`config.mk`:
```
export PLATFORM = sky130hd
export DESIGN_NAME = serial_signed_cmp
export DESIGN_NICKNAME = d
export VERILOG_FILES = /design/src/rtl/serial_signed_cmp.sv
export SDC_FILE = /design/constraint.sdc
export NUM_CORES = 1
export LEC_CHECK = 0
export ABC_AREA = 1
export CORE_ASPECT_RATIO = 1.5
export CORE_MARGIN = 2
export CORE_UTILIZATION = 50
export CTS_CLUSTER_DIAMETER = 120
export DETAILED_ROUTE_END_ITERATION = 12
export GPL_TIMING_DRIVEN = 0
export PLACE_DENSITY = 0.8
export SYNTH_ARGS = -nofsm -noshare
export SYNTH_HDL_FRONTEND = slang
export SYNTH_SLANG_ARGS = --single-unit
```
`constraint.sdc`:
```
create_clock -name clk -period 1.7 [get_ports clk]
set_input_delay 0.51 -clock clk [delete_from_list [all_inputs] [get_ports clk]]
set_output_delay 0.51 -clock clk [all_outputs]
set_load 0.02 [all_outputs]
```
`src/rtl/serial_signed_cmp.sv`:
```
// Bit-serial MSB-first magnitude comparator, signed or unsigned, four selectable relations.
// Define CMP_EARLY_EXIT_EN to finish at the first differing bit instead of after WIDTH bits.
`timescale 1ns/1ps
module serial_signed_cmp #(
    parameter int WIDTH = 6
) (
    input  logic             clk,
    input  logic             reset,
    input  logic             start,
    input  logic [WIDTH-1:0] x,
    input  logic [WIDTH-1:0] y,
    input  logic             is_signed,
    input  logic [1:0]       mode,
    output logic             busy,
    output logic             done,
    output logic             result,
    output logic             lt,
    output logic             eq
);
    localparam int IW = (WIDTH > 1) ? $clog2(WIDTH) : 1;

    typedef enum logic [1:0] {IDLE, RUN, DONE} state_t;

    state_t           state_q, state_d;
    logic [WIDTH-1:0] a_q, a_d, b_q, b_d;
    logic [1:0]       mode_q, mode_d;
    logic [IW-1:0]    idx_q, idx_d;
    logic             decided_q, decided_d, gt_dec_q, gt_dec_d;
    logic             result_q, result_d, lt_q, lt_d, eq_q, eq_d;

    logic bit_a, bit_b, dec_n, gt_n, finish;

    always_comb begin
        state_d   = state_q;
        a_d       = a_q;
        b_d       = b_q;
        mode_d    = mode_q;
        idx_d     = idx_q;
        decided_d = decided_q;
        gt_dec_d  = gt_dec_q;
        result_d  = result_q;
        lt_d      = lt_q;
        eq_d      = eq_q;

        bit_a = a_q[idx_q];
        bit_b = b_q[idx_q];
        dec_n = decided_q | (bit_a ^ bit_b);
        gt_n  = decided_q ? gt_dec_q : (bit_a & ~bit_b);
`ifdef CMP_EARLY_EXIT_EN
        finish = (idx_q == '0) | (dec_n & ~decided_q);
`else
        finish = (idx_q == '0);
`endif

        case (state_q)
            RUN: begin
                decided_d = dec_n;
                gt_dec_d  = gt_n;
                idx_d     = idx_q - IW'(1);
                if (finish) begin
                    // Flags include the bit examined on this very edge.
                    state_d = DONE;
                    lt_d    = dec_n & ~gt_n;
                    eq_d    = ~dec_n;
                    case (mode_q)
                        2'b00:   result_d = ~(dec_n & ~gt_n);
                        2'b01:   result_d = dec_n & gt_n;
                        2'b10:   result_d = ~dec_n;
                        default: result_d = dec_n;
                    endcase
                end
            end
            DONE:    state_d = IDLE;
            default: state_d = IDLE;
        endcase

        if ((state_q != RUN) && start) begin
            // Inverting the MSB maps two's complement onto offset binary.
            state_d   = RUN;
            a_d       = {x[WIDTH-1] ^ is_signed, x[WIDTH-2:0]};
            b_d       = {y[WIDTH-1] ^ is_signed, y[WIDTH-2:0]};
            mode_d    = mode;
            idx_d     = IW'(WIDTH - 1);
            decided_d = 1'b0;
            gt_dec_d  = 1'b0;
        end
    end

    always_ff @(posedge clk) begin
        if (reset) begin
            state_q   <= IDLE;
            a_q       <= '0;
            b_q       <= '0;
            mode_q    <= '0;
            idx_q     <= '0;
            decided_q <= 1'b0;
            gt_dec_q  <= 1'b0;
            result_q  <= 1'b0;
            lt_q      <= 1'b0;
            eq_q      <= 1'b0;
        end else begin
            state_q   <= state_d;
            a_q       <= a_d;
            b_q       <= b_d;
            mode_q    <= mode_d;
            idx_q     <= idx_d;
            decided_q <= decided_d;
            gt_dec_q  <= gt_dec_d;
            result_q  <= result_d;
            lt_q      <= lt_d;
            eq_q      <= eq_d;
        end
    end

    assign busy   = (state_q == RUN);
    assign done   = (state_q == DONE);
    assign result = result_q;
    assign lt     = lt_q;
    assign eq     = eq_q;
endmodule

```
==> results.md, run 1 <==
- In the synthesized netlist the async set-or-reset flop fraction comes to 0.
- The number of antenna violations at the first check in global routing is 0.
- After global routing the overflow that remains totals 0.
- The worst register-to-register path has a depth of 11.
- The initial standard-cell utilization of the core is 0.5255.
- The total nets after synthesis is 183.
- The post-layout worst setup margin is 76.25 ps.
- The most used flip-flop cell after synthesis is sky130_fd_sc_hd__dfxtp_1.
- The tightest min-delay check is of the reg2reg type.
- Port buffering added 22 buffers.
- The total I/O pin count is 23.
- Wires add up to 2337 µm.
- The routability congestion estimate from global placement is 0.7991.
- The tightest slew margin relative to the limit is 0.8326.
- The worst stage delay on the critical path is 340 ps.
- The clock root buffer is sky130_fd_sc_hd__clkbuf_4.
- The flop and latch count out of synthesis is 24.
- The largest driver fanout on the critical path is 9.
- Summed over all nets, the switching power comes to 0.3880 mW.
- The type of the worst setup path is reg2reg.
- The commonest cells after synthesis are sky130_fd_sc_hd__nand2_1, sky130_fd_sc_hd__dfxtp_1, sky130_fd_sc_hd__inv_1.
- The number of buffers added to fix hold violations after cts is 0.
- The endpoint of the lowest-slack register-to-register path is result.
- Across the routed clock network, the largest skew measured is 0.8114 ps.
- The worst supply voltage drop on vdd is 0.6405 mV.
- After technology mapping, the gate count stands at 162.
- The part of the power in combinational logic is 0.297.
- Max-cap violations in this run came to 0.
- The flow ran to the end, and the final reports show no timing, DRC or antenna violations.
- In this run the most critical hold path is launched from b_q[2].
- The hold slack is 460.1 ps.
- The sequential share of the synthesized area is 0.4142.
- Setup repair after global routing could not meet its margin everywhere.
- The TritonCTS clock tree is done.
- The most numerous cell in the Yosys netlist is sky130_fd_sc_hd__nand2_1.
- The arrival time at the worst endpoint is 1830 ps.
- The post-layout net count is 212.
- The depth of the worst hold-timing path is 2.
- Together, buffers and inverters on the worst path number 2.
- Traced cell by cell, the critical path runs through buf_4 -> nor2_1 -> nor3_1 -> a21oi_2 -> ha_1 -> inv_2 -> nor2_2 -> nor2_1 -> nand2_1 -> nand2_1 -> nand2_1.
- The most prevalent standard cell on the critical path is sky130_fd_sc_hd__nand2_1.
- The largest total area in the synthesized netlist belongs to sky130_fd_sc_hd__dfxtp_1.
- After detailed routing, the average wire length per cell comes to 11.02 µm.
- The share of total power dissipated in sequential elements is 0.515.
- The area of the multi-input gates is 554.3 µm².
- The data required time at the worst endpoint is 1910 ps.
- The die width is 43.33 µm.
- The floorplan step defined a die boundary enclosing 2729 µm².
- The kind of capture point of the worst setup path is a flip-flop.
- The area share of the largest cell type after synthesis is 0.4142.
- The sequential cell area is 481.7 µm².
- The count of flip-flops with a built-in enable after synthesis is 0.
- The detailed router finished its first iteration with 31 violations.
- Dividing the detail-routed via count by the number of cells gives 5.019.
- The number of diodes is 0.
- The final-report max-slew violation count came to 0.
- The static leakage power is 0.6716 nW.
- The total CTS buffers is 3.
- The number of global-route vias before repair is 1070.
- The hold violation count in the final report is 0.
- The floorplan has 21 rows.
- The area added between synthesis and finish is 25.24%.
- The post-place setup slack is -75.18 ps.
- Once detail routing completed, the nets flagged for antenna violations numbered 0.
- The worst path in the final design needs a cycle of 1624 ps, including I/O delays and setup.
- The power per unit of standard cell area is 856.0 nW/µm².
- Based on the critical path, the design can be clocked at up to 615.9 MHz.
- The number of clock sinks seen by CTS is 24.
- After clock tree synthesis, the clock-pin slew on the worst setup and hold paths is 120 ps.
- The via count of the routed design is 1064.
- The maximum number of pins on one net before global-route repair is 13.
- The end of the worst hold path is b_q[2].
- In this run the number of H-tree levels came out at 1.
- The overall global routing resource usage is 0.1900.
- The slew of the pin with the lowest slew margin is 249.1 ps.
- The family of cells with the greatest summed delay on the critical path is simple AND/OR/NAND/NOR gates.
- The average cell area after synthesis is 7.160 µm².
- The internal reg-to-reg setup slack is 80 ps.
- The first global-routing pass estimated 4084 µm of wire.
- The worst reg2reg path startpoint is idx_q[0].
- Setup violations remaining at the end of the flow were counted as 0.
- The number of different library cells used by synthesis comes to 22.
- The iteration count of the initial detailed-routing pass is 4.
- STA classifies the critical path startpoint as a flip-flop.
- Of the total power, the share spent switching nets is 0.3120.
- The cell-internal power is 0.8555 mW.
- Of the cells placed in the final design, the portion with a size suffix greater than 1 is 0.1587.
- The residual DRC count is 0.
- At the later pin of the worst-skew pair, clock insertion delay measures 300 ps.
- The standard cell core area is 2207 µm².
- Summing every instance area after synthesis gives 1160 µm².
- After filler insertion, the fill cell instance count of the layout stands at 202.
- During synthesis, Yosys emitted a total of 0 warnings.
- The share of the cycle needed by the critical path after routing is 0.9551.
- Of the total power, the clock network draws 0.188.
- The slowest library cell on the worst path is sky130_fd_sc_hd__dfxtp_1.
- In this run the deepest clock path goes through 2 buffers.
- Sorting the synthesized cells by area gives the leading types as sky130_fd_sc_hd__dfxtp_1, sky130_fd_sc_hd__nand2_1, sky130_fd_sc_hd__inv_1.
- The detailed placer's ending HPWL is 1776 µm.
- The die span in y is 62.99 µm.
==> stage by stage <==
stage / instances / cell area, µm² / util / TNS, ps / total power [mW]
after global placement: 207 / 1409 / 0.6383 / -137.7 / 0.9935
after detailed placement: 207 / 1409 / 0.6383 / -172.8 / 1.003
after global routing: 212 / 1453 / 0.6582 / -51.83 / 1.339
after CTS: 210 / 1424 / 0.6451 / 0 / 1.232
after floorplan: 162 / 1160 / - / 0 / 0.8872
final: 212 / 1453 / 0.6582 / 0 / 1.244
==> per-layer routing <==
metal | GRT usage | part of all wire | up-vias
met5 | 0 | 0 | -
met4 | 0.08712 | 0.0077 | 0
met3 | 0.01734 | 0.035 | 2
met2 | 0.3507 | 0.54 | 16
met1 | 0.2068 | 0.42 | 488
li1 | - | - | 558
==> worst min-delay path, cell delays in order (launching register included) <==
cell	delay, ps
sky130_fd_sc_hd__dfxtp_1	320
sky130_fd_sc_hd__inv_1	60
sky130_fd_sc_hd__a21oi_1	50
==> final cells by class <==
cell class | count | share of cell area
multi-input cells | 108 | 0.3816
flip-flops and latches | 24 | 0.3316
inverters | 25 | 0.06804
well taps | 23 | 0.01981
repair buffers | 24 | 0.1542
clock buffers | 3 | 0.01550
plain buffers | 5 | 0.02929
==> cells by family after synthesis <==
logic type,count (synthesis),synth area share
compound gates,31,0.1499
fa+ha+maj,3,0.03237
buf+inv,30,0.1154
flops,24,0.4142
xor+xnor,2,0.01511
simple gates,72,0.2729
==> layout by cell type, fill, tap and decap left out, types with 2 or more instances in the layout <==
cell and n:
sky130_fd_sc_hd__buf_6 2, sky130_fd_sc_hd__dlygate4sd2_1 3, sky130_fd_sc_hd__buf_4 4, sky130_fd_sc_hd__clkdlybuf4s50_1 17
sky130_fd_sc_hd__a21oi_1 15, sky130_fd_sc_hd__o21ai_1 6, sky130_fd_sc_hd__nor2_1 19, sky130_fd_sc_hd__o21ai_0 4
sky130_fd_sc_hd__ha_1 3, sky130_fd_sc_hd__o21ai_2 5, sky130_fd_sc_hd__nor3_1 2, sky130_fd_sc_hd__nand2_4 2
sky130_fd_sc_hd__clkbuf_4 4, sky130_fd_sc_hd__nor2_2 2, sky130_fd_sc_hd__inv_2 3, sky130_fd_sc_hd__xor2_1 2
sky130_fd_sc_hd__inv_1 19, sky130_fd_sc_hd__nand3_1 8, sky130_fd_sc_hd__nand2_1 35, sky130_fd_sc_hd__dfxtp_1 23
sky130_fd_sc_hd__clkinv_1 2
==> flip-flops by register name, summed over array words and instances, names as in the netlist <==
signal and cells:
mode_q 2, decided_q 1, gt_dec_q 1, state_q 2, idx_q 3, lt 1, eq 1, a_q 6
result 1, b_q 6
==> power by group through the flow <==
stage                     sequential (mW)  combinational (mW)  clock (mW)
after floorplan                     0.654               0.233           0
after global placement              0.649               0.345           0
after detailed placement            0.652               0.352           0
after CTS                           0.639               0.347       0.246
after global routing                0.647               0.420       0.272
final                               0.641               0.369       0.233
==> timing repair <==
action | CTS | global route
buffers inserted | 0 | 2
endpoints found under the setup margin | 7 | 6
gates resized for setup | 11 | 11
gates cloned | 0 | 0
==> worst max path at each step <==
stage,startpoint,end,slack [ps],cells after the start
2_1_floorplan,idx_q[0],result,130,14
3_3_place_gp,idx_q[0],result,-50,13
3_5_place_dp,state_q[0],busy,-80,3
4_1_cts,idx_q[0],result,7,13
5_1_grt,idx_q[0],result,-50,11
6_report,idx_q[0],result,80,11
No activity file was read; power rests on OpenSTA's default activity.
==> run 2, diff against run 1 <==
--- a/config.mk
+++ b/config.mk
@@ -10,6 +10,7 @@
 export CORE_MARGIN = 2
 export CORE_UTILIZATION = 50
 export CTS_CLUSTER_DIAMETER = 120
+export CTS_CLUSTER_SIZE = 10
 export DETAILED_ROUTE_END_ITERATION = 12
 export GPL_TIMING_DRIVEN = 0
 export PLACE_DENSITY = 0.8
==> results of run 2 <==
Final layout, timing and power as in run 1 (identical DEF).
==> run 3, diff against run 2 <==
--- a/config.mk
+++ b/config.mk
@@ -6,6 +6,7 @@
 export NUM_CORES = 1
 export LEC_CHECK = 0
 export ABC_AREA = 1
+export ABC_CLOCK_PERIOD_IN_PS = 1700
 export CORE_ASPECT_RATIO = 1.5
 export CORE_MARGIN = 2
 export CORE_UTILIZATION = 50
@@ -13,6 +14,7 @@
 export CTS_CLUSTER_SIZE = 10
 export DETAILED_ROUTE_END_ITERATION = 12
 export GPL_TIMING_DRIVEN = 0
+export HOLD_SLACK_MARGIN = 0.06
 export PLACE_DENSITY = 0.8
 export SYNTH_ARGS = -nofsm -noshare
 export SYNTH_HDL_FRONTEND = slang
==> results of run 3 <==
Final layout, timing and power as in run 1 (identical DEF).
